**src/rtl/reg_bank_ws.sv**
```systemverilog
// -----------------------------------------------------------------------------
// reg_bank_ws
//
// Slave-side register bank with wait states, placed behind an AHB slave
// interface. Accesses are byte-addressed and byte-strobed. Each access takes
// WAIT_STATES stall cycles followed by a one-cycle registered response that
// carries ready/error/rd_data. Individual registers can be made read-only
// through RO_MASK.
//
// Optional feature macro: REG_FILE_LOCK_EN
//   When this macro is defined, register REG_FILE_DEPTH-1 becomes a lock
//   register. Only its bit0 is stored; all other bits read as 0. While the
//   lock bit is 1, any write to registers 0..REG_FILE_DEPTH-2 returns an
//   error. Writes to the lock register itself are always allowed, and the
//   lane 0 strobe must be set for such a write to change the lock bit.
//   When the macro is undefined, the last register is an ordinary register.
//
// Ports
//   clk      in   1               rising-edge clock
//   rst      in   1               asynchronous active-low reset
//   rd_en    in   1               read request
//   wr_en    in   1               write request
//   address  in   ADDR_WIDTH      byte address (word index = address[ADDR_WIDTH-1:2])
//   wr_data  in   DATA_WIDTH      write data
//   wr_strb  in   DATA_WIDTH/8    byte-lane write enables
//   rd_data  out  DATA_WIDTH      read data; nonzero only in the response cycle
//   ready    out  1               0 while stalled, 1 when idle or responding
//   error    out  1               error flag; valid only in the response cycle
// -----------------------------------------------------------------------------
module reg_bank_ws #(
    parameter int DATA_WIDTH     = 32,
    parameter int ADDR_WIDTH     = 32,
    parameter int REG_FILE_DEPTH = 16,
    parameter int WAIT_STATES    = 1,
    parameter logic [REG_FILE_DEPTH-1:0] RO_MASK = '0
) (
    input  logic                    clk,
    input  logic                    rst,
    input  logic                    rd_en,
    input  logic                    wr_en,
    input  logic [ADDR_WIDTH-1:0]   address,
    input  logic [DATA_WIDTH-1:0]   wr_data,
    input  logic [DATA_WIDTH/8-1:0] wr_strb,
    output logic [DATA_WIDTH-1:0]   rd_data,
    output logic                    ready,
    output logic                    error
);

    localparam int IDX_W  = $clog2(REG_FILE_DEPTH);
    localparam int STRB_W = DATA_WIDTH / 8;
    localparam int WADR_W = ADDR_WIDTH - 2;

    typedef enum logic [1:0] {
        S_IDLE = 2'd0,
        S_WAIT = 2'd1,
        S_RESP = 2'd2
    } state_t;

    state_t state_q, state_d;
    logic [3:0] cnt_q, cnt_d;

    // Latched request
    logic              rd_q, rd_d;
    logic              wr_q, wr_d;
    logic [WADR_W-1:0] addr_q, addr_d;
    logic [DATA_WIDTH-1:0] wdata_q, wdata_d;
    logic [STRB_W-1:0]     strb_q, strb_d;

    // Register file and registered response
    logic [DATA_WIDTH-1:0] regs_q [REG_FILE_DEPTH];
    logic [DATA_WIDTH-1:0] regs_d [REG_FILE_DEPTH];
    logic [DATA_WIDTH-1:0] rdata_q, rdata_d;
    logic                  err_q, err_d;

    logic             accept;
    logic             enter_resp;
    logic [IDX_W-1:0] t_idx;
    logic             t_oob;
    logic             t_ro;
    logic             t_lock_err;
    logic             t_err;

`ifdef REG_FILE_LOCK_EN
    localparam logic [IDX_W-1:0] LAST_IDX = IDX_W'(REG_FILE_DEPTH - 1);
    logic is_lock_reg;
    logic lock;
`endif

    // Byte offset bits carry no information for word-aligned access.
    logic unused_addr_lsb;
    assign unused_addr_lsb = &{1'b0, address[1:0]};

    // A request is taken whenever the bank is not stalling.
    assign accept = (state_q != S_WAIT) && (rd_en || wr_en);

    // The edge that enters RESP is the one that commits writes and captures
    // read data. It is either a zero-wait accept or the last WAIT cycle.
    assign enter_resp = (accept && (WAIT_STATES == 0)) ||
                        ((state_q == S_WAIT) && (cnt_q == 4'd0));

    // ------------------------------------------------------------------
    // FSM: state register
    // ------------------------------------------------------------------
    always_ff @(posedge clk or negedge rst) begin
        if (!rst) begin
            state_q <= S_IDLE;
            cnt_q   <= 4'd0;
        end else begin
            state_q <= state_d;
            cnt_q   <= cnt_d;
        end
    end

    // ------------------------------------------------------------------
    // FSM: next-state logic
    // ------------------------------------------------------------------
    always_comb begin
        state_d = state_q;
        cnt_d   = cnt_q;
        case (state_q)
            S_IDLE, S_RESP: begin
                if (accept) begin
                    if (WAIT_STATES == 0) begin
                        state_d = S_RESP;
                    end else begin
                        state_d = S_WAIT;
                        cnt_d   = 4'(WAIT_STATES - 1);
                    end
                end else begin
                    state_d = S_IDLE;
                end
            end
            S_WAIT: begin
                if (cnt_q == 4'd0) begin
                    state_d = S_RESP;
                end else begin
                    cnt_d = cnt_q - 4'd1;
                end
            end
            default: begin
                state_d = S_IDLE;
                cnt_d   = 4'd0;
            end
        endcase
    end

    // ------------------------------------------------------------------
    // FSM: outputs. Response fields are forced to zero outside RESP.
    // ------------------------------------------------------------------
    always_comb begin
        ready   = 1'b1;
        error   = 1'b0;
        rd_data = '0;
        case (state_q)
            S_WAIT: ready = 1'b0;
            S_RESP: begin
                error   = err_q;
                rd_data = rdata_q;
            end
            default: ;
        endcase
    end

    // ------------------------------------------------------------------
    // Request capture. The _d values double as "the transaction being
    // completed": on a zero-wait accept they are the live inputs, and when
    // leaving WAIT they are the latched copy.
    // ------------------------------------------------------------------
    always_comb begin
        rd_d    = rd_q;
        wr_d    = wr_q;
        addr_d  = addr_q;
        wdata_d = wdata_q;
        strb_d  = strb_q;
        if (accept) begin
            rd_d    = rd_en;
            wr_d    = wr_en;
            addr_d  = address[ADDR_WIDTH-1:2];
            wdata_d = wr_data;
            strb_d  = wr_strb;
        end
    end

    assign t_idx = addr_d[IDX_W-1:0];
    assign t_oob = |addr_d[WADR_W-1:IDX_W];

`ifdef REG_FILE_LOCK_EN
    assign lock        = regs_q[LAST_IDX][0];
    assign is_lock_reg = (t_idx == LAST_IDX);
    // The lock register itself is never read-only and never locked.
    assign t_ro        = RO_MASK[t_idx] && !is_lock_reg;
    assign t_lock_err  = wr_d && lock && !is_lock_reg;
`else
    assign t_ro        = RO_MASK[t_idx];
    assign t_lock_err  = 1'b0;
`endif

    assign t_err = t_oob || (rd_d && wr_d) || (wr_d && t_ro) || t_lock_err;

    // ------------------------------------------------------------------
    // Commit and read capture on the edge entering RESP
    // ------------------------------------------------------------------
    always_comb begin
        regs_d  = regs_q;
        rdata_d = rdata_q;
        err_d   = err_q;
        if (enter_resp) begin
            err_d   = t_err;
            rdata_d = '0;
            if (!t_err && wr_d) begin
                for (int b = 0; b < STRB_W; b++) begin
                    if (strb_d[b]) begin
                        regs_d[t_idx][8*b +: 8] = wdata_d[8*b +: 8];
                    end
                end
`ifdef REG_FILE_LOCK_EN
                // Only bit0 of the lock register is storage.
                if (is_lock_reg) begin
                    regs_d[LAST_IDX] = {{(DATA_WIDTH-1){1'b0}},
                                        (strb_d[0] ? wdata_d[0] : lock)};
                end
`endif
            end
            if (!t_err && rd_d) begin
                rdata_d = regs_q[t_idx];
            end
        end
    end

    always_ff @(posedge clk or negedge rst) begin
        if (!rst) begin
            rd_q    <= 1'b0;
            wr_q    <= 1'b0;
            rdata_q <= '0;
            err_q   <= 1'b0;
            for (int i = 0; i < REG_FILE_DEPTH; i++) begin
                regs_q[i] <= '0;
            end
        end else begin
            rd_q    <= rd_d;
            wr_q    <= wr_d;
            rdata_q <= rdata_d;
            err_q   <= err_d;
            regs_q  <= regs_d;
        end
    end

    // Request payload needs no reset: it is only consumed after an accept.
    always_ff @(posedge clk) begin
        addr_q  <= addr_d;
        wdata_q <= wdata_d;
        strb_q  <= strb_d;
    end

endmodule

```
**config.mk**
```make
export PLATFORM = sky130hd
export DESIGN_NAME = reg_bank_ws
export DESIGN_NICKNAME = d
export VERILOG_FILES = /design/src/rtl/reg_bank_ws.sv
export SDC_FILE = /design/constraint.sdc
export NUM_CORES = 1
export LEC_CHECK = 0
export CELL_PAD_IN_SITES_DETAIL_PLACEMENT = 1
export CELL_PAD_IN_SITES_GLOBAL_PLACEMENT = 2
export CORE_AREA = 4 4 273 275
export CTS_BUF_LIST = sky130_fd_sc_hd__clkbuf_8 sky130_fd_sc_hd__clkbuf_16
export CTS_CLUSTER_DIAMETER = 60
export DETAILED_ROUTE_END_ITERATION = 7
export DIE_AREA = 0 0 277 279
export PLACE_DENSITY_LB_ADDON = 0.2
export SYNTH_ARGS = -nofsm -noshare
export SYNTH_HDL_FRONTEND = slang
export SYNTH_SLANG_ARGS = --single-unit
export TNS_END_PERCENT = 20
```
**constraint.sdc**
```tcl
create_clock -name clk -period 7.2 [get_ports clk]
set_input_delay 0.72 -clock clk [delete_from_list [all_inputs] [get_ports clk]]
set_output_delay 0.72 -clock clk [all_outputs]
set_load 0.005 [all_outputs]
```
# After elaboration in Yosys (flattened, before gate mapping)
# Memories as Yosys holds them, arrays and structs flattened.
# Cells that the tools add are included.
# Widths: inputs -> output; s select.
[totals]
reg_bits = 619
romBits = 16
in_bits = 72
out_inout_bits = 34
elab_cells = 95
memories = 1
[memory_table]
columns = ["memory", "depth", "width", "read_ports", "rd_ports_with_merged_regs", "wr", "line_no", "source"]
rows = [
  ["(name not given)", 16, 1, 1, 0, 0, "194", "assign t_ro = RO_MASK[t_idx];"],
]
[op_classes]
add_sub_neg = 1
n_lt_le_gt_ge = 3
eq_ne = 6
n_mux = 41
bitwise_logic = 1
reduce_logical = 17
[op_table]
columns = ["op", "count"]
rows = [
  ["$mux 512", 10],
  ["$bwmux 512", 4],
  ["$demux 32 s4", 4],
  ["$mux 32", 6],
  ["$bmux 32 s4", 1],
  ["$mux 30", 1],
  ["$reduce_or 26->1", 1],
  ["$mux 24", 1],
  ["$mux 16", 1],
  ["$mux 4", 3],
  ["$mux 8", 1],
  ["$pmux 4 s2", 1],
  ["$logic_and 1x1->1", 7],
  ["$mux 1", 6],
  ["$ge 5x5->1 const B", 1],
  ["$lt 4x5->1 const B", 1],
  ["$lt 5x1->1 const B", 1],
  ["$not 4->5", 1],
  ["$logic_not 4->1", 1],
  ["$ne 2x1->1 const B", 2],
  ["$ne 2x2->1 const B", 2],
  ["$pmux 2 s2", 1],
  ["$reduce_and 2->1", 2],
  ["$sub 4x1->4 const B", 1],
  ["7 further kinds", 9],
]

# Logic depth before layout (Yosys ltp)
[depth]
word_depth = 22
mapped_depth = 12
depth_no_buf = 9

# Worst setup path before layout
# No wires, ideal clock.
[synth_timing]
path_kind = "input -> register"
from = "in rd_en"
to = "reg rdata_q[21]"
setup_time_ns = 0.146
t_arrival_ns = 2.702
t_required_ns = 7.054
path_slack_ns = 4.352
cell_stages = 9
path_buffers = 3
cell_sequence = "or2_1 buf_2 nand2_2 buf_8 mux2i_2 buf_2 mux2_2 a2111oi_0 a221oi_1"
[synth_between]
elab_chain_len = 10
word_cells_on_any_way = 19
classes_between = "mux: 8; bitwise: 1; reduce/logical: 9; memory: 1"
[synth_rtl]
columns = ["element", "line_no", "source"]
rows = [
  ["start, declared", "39", "input logic rd_en,"],
  ["$logic_or 1x1->1", "94", "assign accept = (state_q != S_WAIT) && (rd_en || wr_en);"],
  ["$logic_and 1x1->1", "94", ""],
  ["$mux 30", "175", "if (accept) begin"],
  ["$mem_v2 16x1", "n/a", ""],
  ["$mux 1 (implied by the code)", "194", ""],
  ["$logic_and 1x1->1", "198", "assign t_err = t_oob || (rd_d && wr_d) || (wr_d && t_ro) || t_lock_err;"],
  ["$logic_or 1x1->1", "198", ""],
  ["$logic_not 1->1", "224", "if (!t_err && rd_d) begin"],
  ["$logic_and 1x1->1", "224", ""],
  ["$mux 32 (*)", "224", ""],
  ["end signal, assigned", "242", "rdata_q <= rdata_d;"],
  ["end, declared", "72", "logic [DATA_WIDTH-1:0] rdata_q, rdata_d;"],
]
# Mark *: on every way between the ends. The rest lies on a longest branch, timed or not. The select of a mux whose other input is x is not followed.
# A chain may end at the register's enable or synchronous reset.

# Worst setup path in the final report
[layout_timing]
from = "in rd_en"
to = "reg regs_q[82] (netlist bit)"
[layout_between]
elab_chain_len = 19
word_cells_on_any_way = 40
classes_between = "order compare: 2; mux: 25; bitwise: 1; reduce/logical: 11; memory: 1"
[layout_rtl]
columns = ["element", "line_no", "source"]
rows = [
  ["$logic_or 1x1->1", "94", ""],
  ["$logic_and 1x1->1", "94", ""],
  ["$mux 30", "175", ""],
  ["$not 4->5 (implied by the code)", "213", "regs_d[t_idx][8*b +: 8] = wdata_d[8*b +: 8];"],
  ["$demux 32 s4", "213", ""],
  ["$bwmux 512", "213", ""],
  ["$mux 512", "212", "if (strb_d[b]) begin"],
  ["$mux 512", "210", "if (!t_err && wr_d) begin"],
  ["[... 3 more ...]", "n/a", ""],
  ["$mux 512", "210", ""],
  ["$mux 512", "207", "if (enter_resp) begin"],
  ["$bwmux 512", "213", ""],
  ["$mux 512", "212", ""],
  ["$mux 512", "210", ""],
  ["$mux 512", "207", ""],
  ["$bwmux 512", "213", ""],
  ["$mux 512", "212", ""],
  ["end signal, assigned", "244", "regs_q <= regs_d;"],
  ["end, declared", "70", "logic [DATA_WIDTH-1:0] regs_q [REG_FILE_DEPTH];"],
]
# Parallel ways exist; a longest one is shown, timed or not. The select of a mux whose other input is x is not followed.

==> run_results.csv <==
group,metric,value,unit
timing,slew_viol_final,0,
timing,worst_pin_slew,1.16,ns
yosys,synth_area_leader_cell,"dfrtp_1",
cells_and_area,area_growth,10.2,%
setup_path,worstSetupStartpoint,"rd_en",
yosys,yosysWarnings,0,
drt,finalWirelength,106000,µm
timing,fin_crit,4.46,ns
die,dieArea,77300,µm²
grt,grt_max_degree,178,
run,max_cap_viol_count,0,
drt,drtPass1Iterations,5,
setup_path,start_kind,"primary input",
placement,hpwl,62100,µm
yosys,synth_edf_count,0,
cts,cts-root-buf,"clkbuf_16",
die,io_pins,106,
setup_path,cp.arrival,4.95,ns
drt,wl_per_cell,28.9,µm
yosys,avgSynthCellArea,12.8,µm²
pwr,peakVddDrop,187,µV
cts,cts-hold-fix-buffers,0,
die,start_util,47.6,%
timing,slew_headroom,22.3,%
drt,detail_route.iter0.violations,1496,
cells_and_area,drive_gt1_share,28.9,%
placement,portBuffers,103,
cts,htree_levels,3,
cells_and_area,layout.nets,2709,
grt,grt_use_total,27.0,%
timing,tns,0,ns
timing,rsz0062_at_grt,"false",
cts,cts_buffer_depth,3,
yosys,yosysMostFrequentCell,"dfrtp_1",
yosys,yosysUniqueCellTypes,57,
cells_and_area,antenna_cells,0,
timing,fmax,224,MHz
setup_path,rrSetupSlack,3.01,ns
yosys,synth_top_area_share,40.2,%
timing,fin_worst_skew,0.0290,ns
setup_path,worst_r2r_startpoint,"state_q[0]$_DFFE_PN0P_",
die,die_y,279,µm
pwr,powerDensity,232,nW/µm²
placement,globalplace.congestion,0.803,
yosys,ys_seq_area_share,44.0,%
grt,grt_pass1_wl,161000,µm
drt,drc,0,
yosys,synthFlopType,"dfrtp_1",
cts,clk_latency,0.63,ns
yosys,ys_ff_latch,619,
yosys,netlist_area,34400,µm²
timing,setup_violations,0,
die,coreArea,72300,µm²
cts,ctsResizeCount,0,
yosys,synthArstFlopShare,89.3,%
status,status,"finished, final reports clean",
yosys,synth_common_cells,"dfrtp_1, mux2_4, nand2_1",
pwr,p_leak,17.4,nW
yosys,netlist_top_cells_area,"dfrtp_1, mux2_4, mux4_2, mux2i_1, dfxtp_1",
cts,cts_sinks,619,
die,rows,99,
cts,cts_buffers,76,
setup_path,crit_required,7.69,ns
setup_path,r2r.worst_path.cells,8,
timing,finalCritPeriodShare,62.0,%
cells_and_area,final_core_util,52.5,%
grt,overflow,0,
drt,ant_nets,0,
timing,hold_viol,0,
yosys,syn_inst,2691,
setup_path,cp-end-kind,"flip-flop",
min_path,hold_path_class,"primary input to asynchronous set/reset pin",
yosys,synth_fp_nets,2764,
setup_path,worst-path-max-fanout,57,
drt,vias,22936,
grt,antenna_found_initial,1,
cts,clk_pin_slew_worst_paths,0.06,ns
setup_path,crit_type,"primary input to flip-flop",
cts,cts_setup_buffers,0,
drt,routed_via_density,6.27,
cts,cts_tree,"built",
grt,grt_pass1_vias,25378,
die,chipWidth,277,µm
cells_and_area,n_fill_cell,7175,
==> cell type report <==
class	instances	area, µm²	area share, %
Tap cell	959	1200	3.16
Inverter	12	48.8	0.129
Sequential cell	619	15200	40.0
Clock buffer	93	2160	5.69
Multi-Input combinational cell	1789	17700	46.6
Timing Repair Buffer	138	1360	3.59
Clock inverter	48	339	0.894
==> cell families (layout without fill, tap and decap cells) <==
logic type	after synthesis	after routing	share of synthesized area [%]
adder cells (fa/ha/maj)	1	1	0.0363
buffers and inverters	283	291	4.81
AO/OA/AOI/OAI	335	335	7.10
multiplexers	884	884	35.8
flip-flops	619	619	44.0
AND/OR/NAND/NOR	569	569	8.17
==> layer usage <==
layer / GRT usage (%) / vias up / part of all wire (%)
li1: - / 9901 / -
met1: 35.3 / 12302 / 43
met2: 46.2 / 533 / 49
met3: 4.39 / 200 / 4.4
met4: 8.86 / 0 / 3.3
met5: 0 / - / 0
==> per-stage QoR <==
| step | worst slack [ns] | std cells | hold WS [ns] | total power, W | cell area, µm² |
|---|---|---|---|---|---|
| final | 2.74 | 3658 | 0.169 | 0.00879 | 37900 |
| after global routing | 2.49 | 3658 | 0.219 | 0.00912 | 37900 |
| after CTS | 2.77 | 3658 | 0.187 | 0.00887 | 37900 |
| after detailed placement | 2.13 | 3517 | 0.439 | 0.00504 | 35400 |
| after global placement | 2.21 | 3517 | 0.433 | 0.00500 | 35400 |
| after floorplan | 4.35 | 2691 | 0.422 | 0.00451 | 34400 |
==> cell usage in the layout (no fill, tap or decap), types with 47 or more instances in the layout <==
master / count
dfrtp_1: 553
mux2_4: 400
nand2_1: 243
mux2i_1: 194
mux2_2: 107
clkdlybuf4s50_1: 100
mux4_2: 96
nor3_1: 85
o22ai_1: 85
mux2_1: 80
clkbuf_16: 78
a221oi_1: 65
and3_1: 64
dfxtp_1: 64
nor2b_1: 47
==> state kept, by name (all words and copies together), names as in the netlist <==
| name | flops |
|---|---|
| addr_q | 30 |
| cnt_q | 4 |
| err_q | 1 |
| rd_q | 1 |
| rdata_q | 32 |
| regs_q | 512 |
| state_q | 2 |
| strb_q | 4 |
| wdata_q | 32 |
| wr_q | 1 |
==> worst paths after layout <==
| check | endpoint |
|---|---|
| max | regs_q[82]$_DFFE_PN0P_ |
| min in group clk | addr_q[23]$_DFF_P_ |
| max in group asynchronous | rdata_q[5]$_DFFE_PN0P_ |
| max reg2reg | regs_q[82]$_DFFE_PN0P_ |
| min | regs_q[83]$_DFFE_PN0P_ |
| min reg2reg | addr_q[23]$_DFF_P_ |
==> critical path: stages <==
cell and delay, ns:
clkdlybuf4s50_1 0.46, or2_1 0.41, nand2_8 0.48, a31oi_1 0.29
and4b_1 0.95, buf_4 0.42, and3_1 0.80, mux2_4 0.35
==> power breakdown <==
part | internal [W] | total (W) | leakage [nW] | switching, W
Clock | 0.00227 | 0.00381 | 1.33 | 0.00155
Sequential | 0.00355 | 0.00361 | 8.27 | 0.0000571
Combinational | 0.000382 | 0.00137 | 7.76 | 0.000988
Total | 0.00620 | 0.00879 | 17.4 | 0.00259
Note: power is estimated with default switching activity, not from simulation.
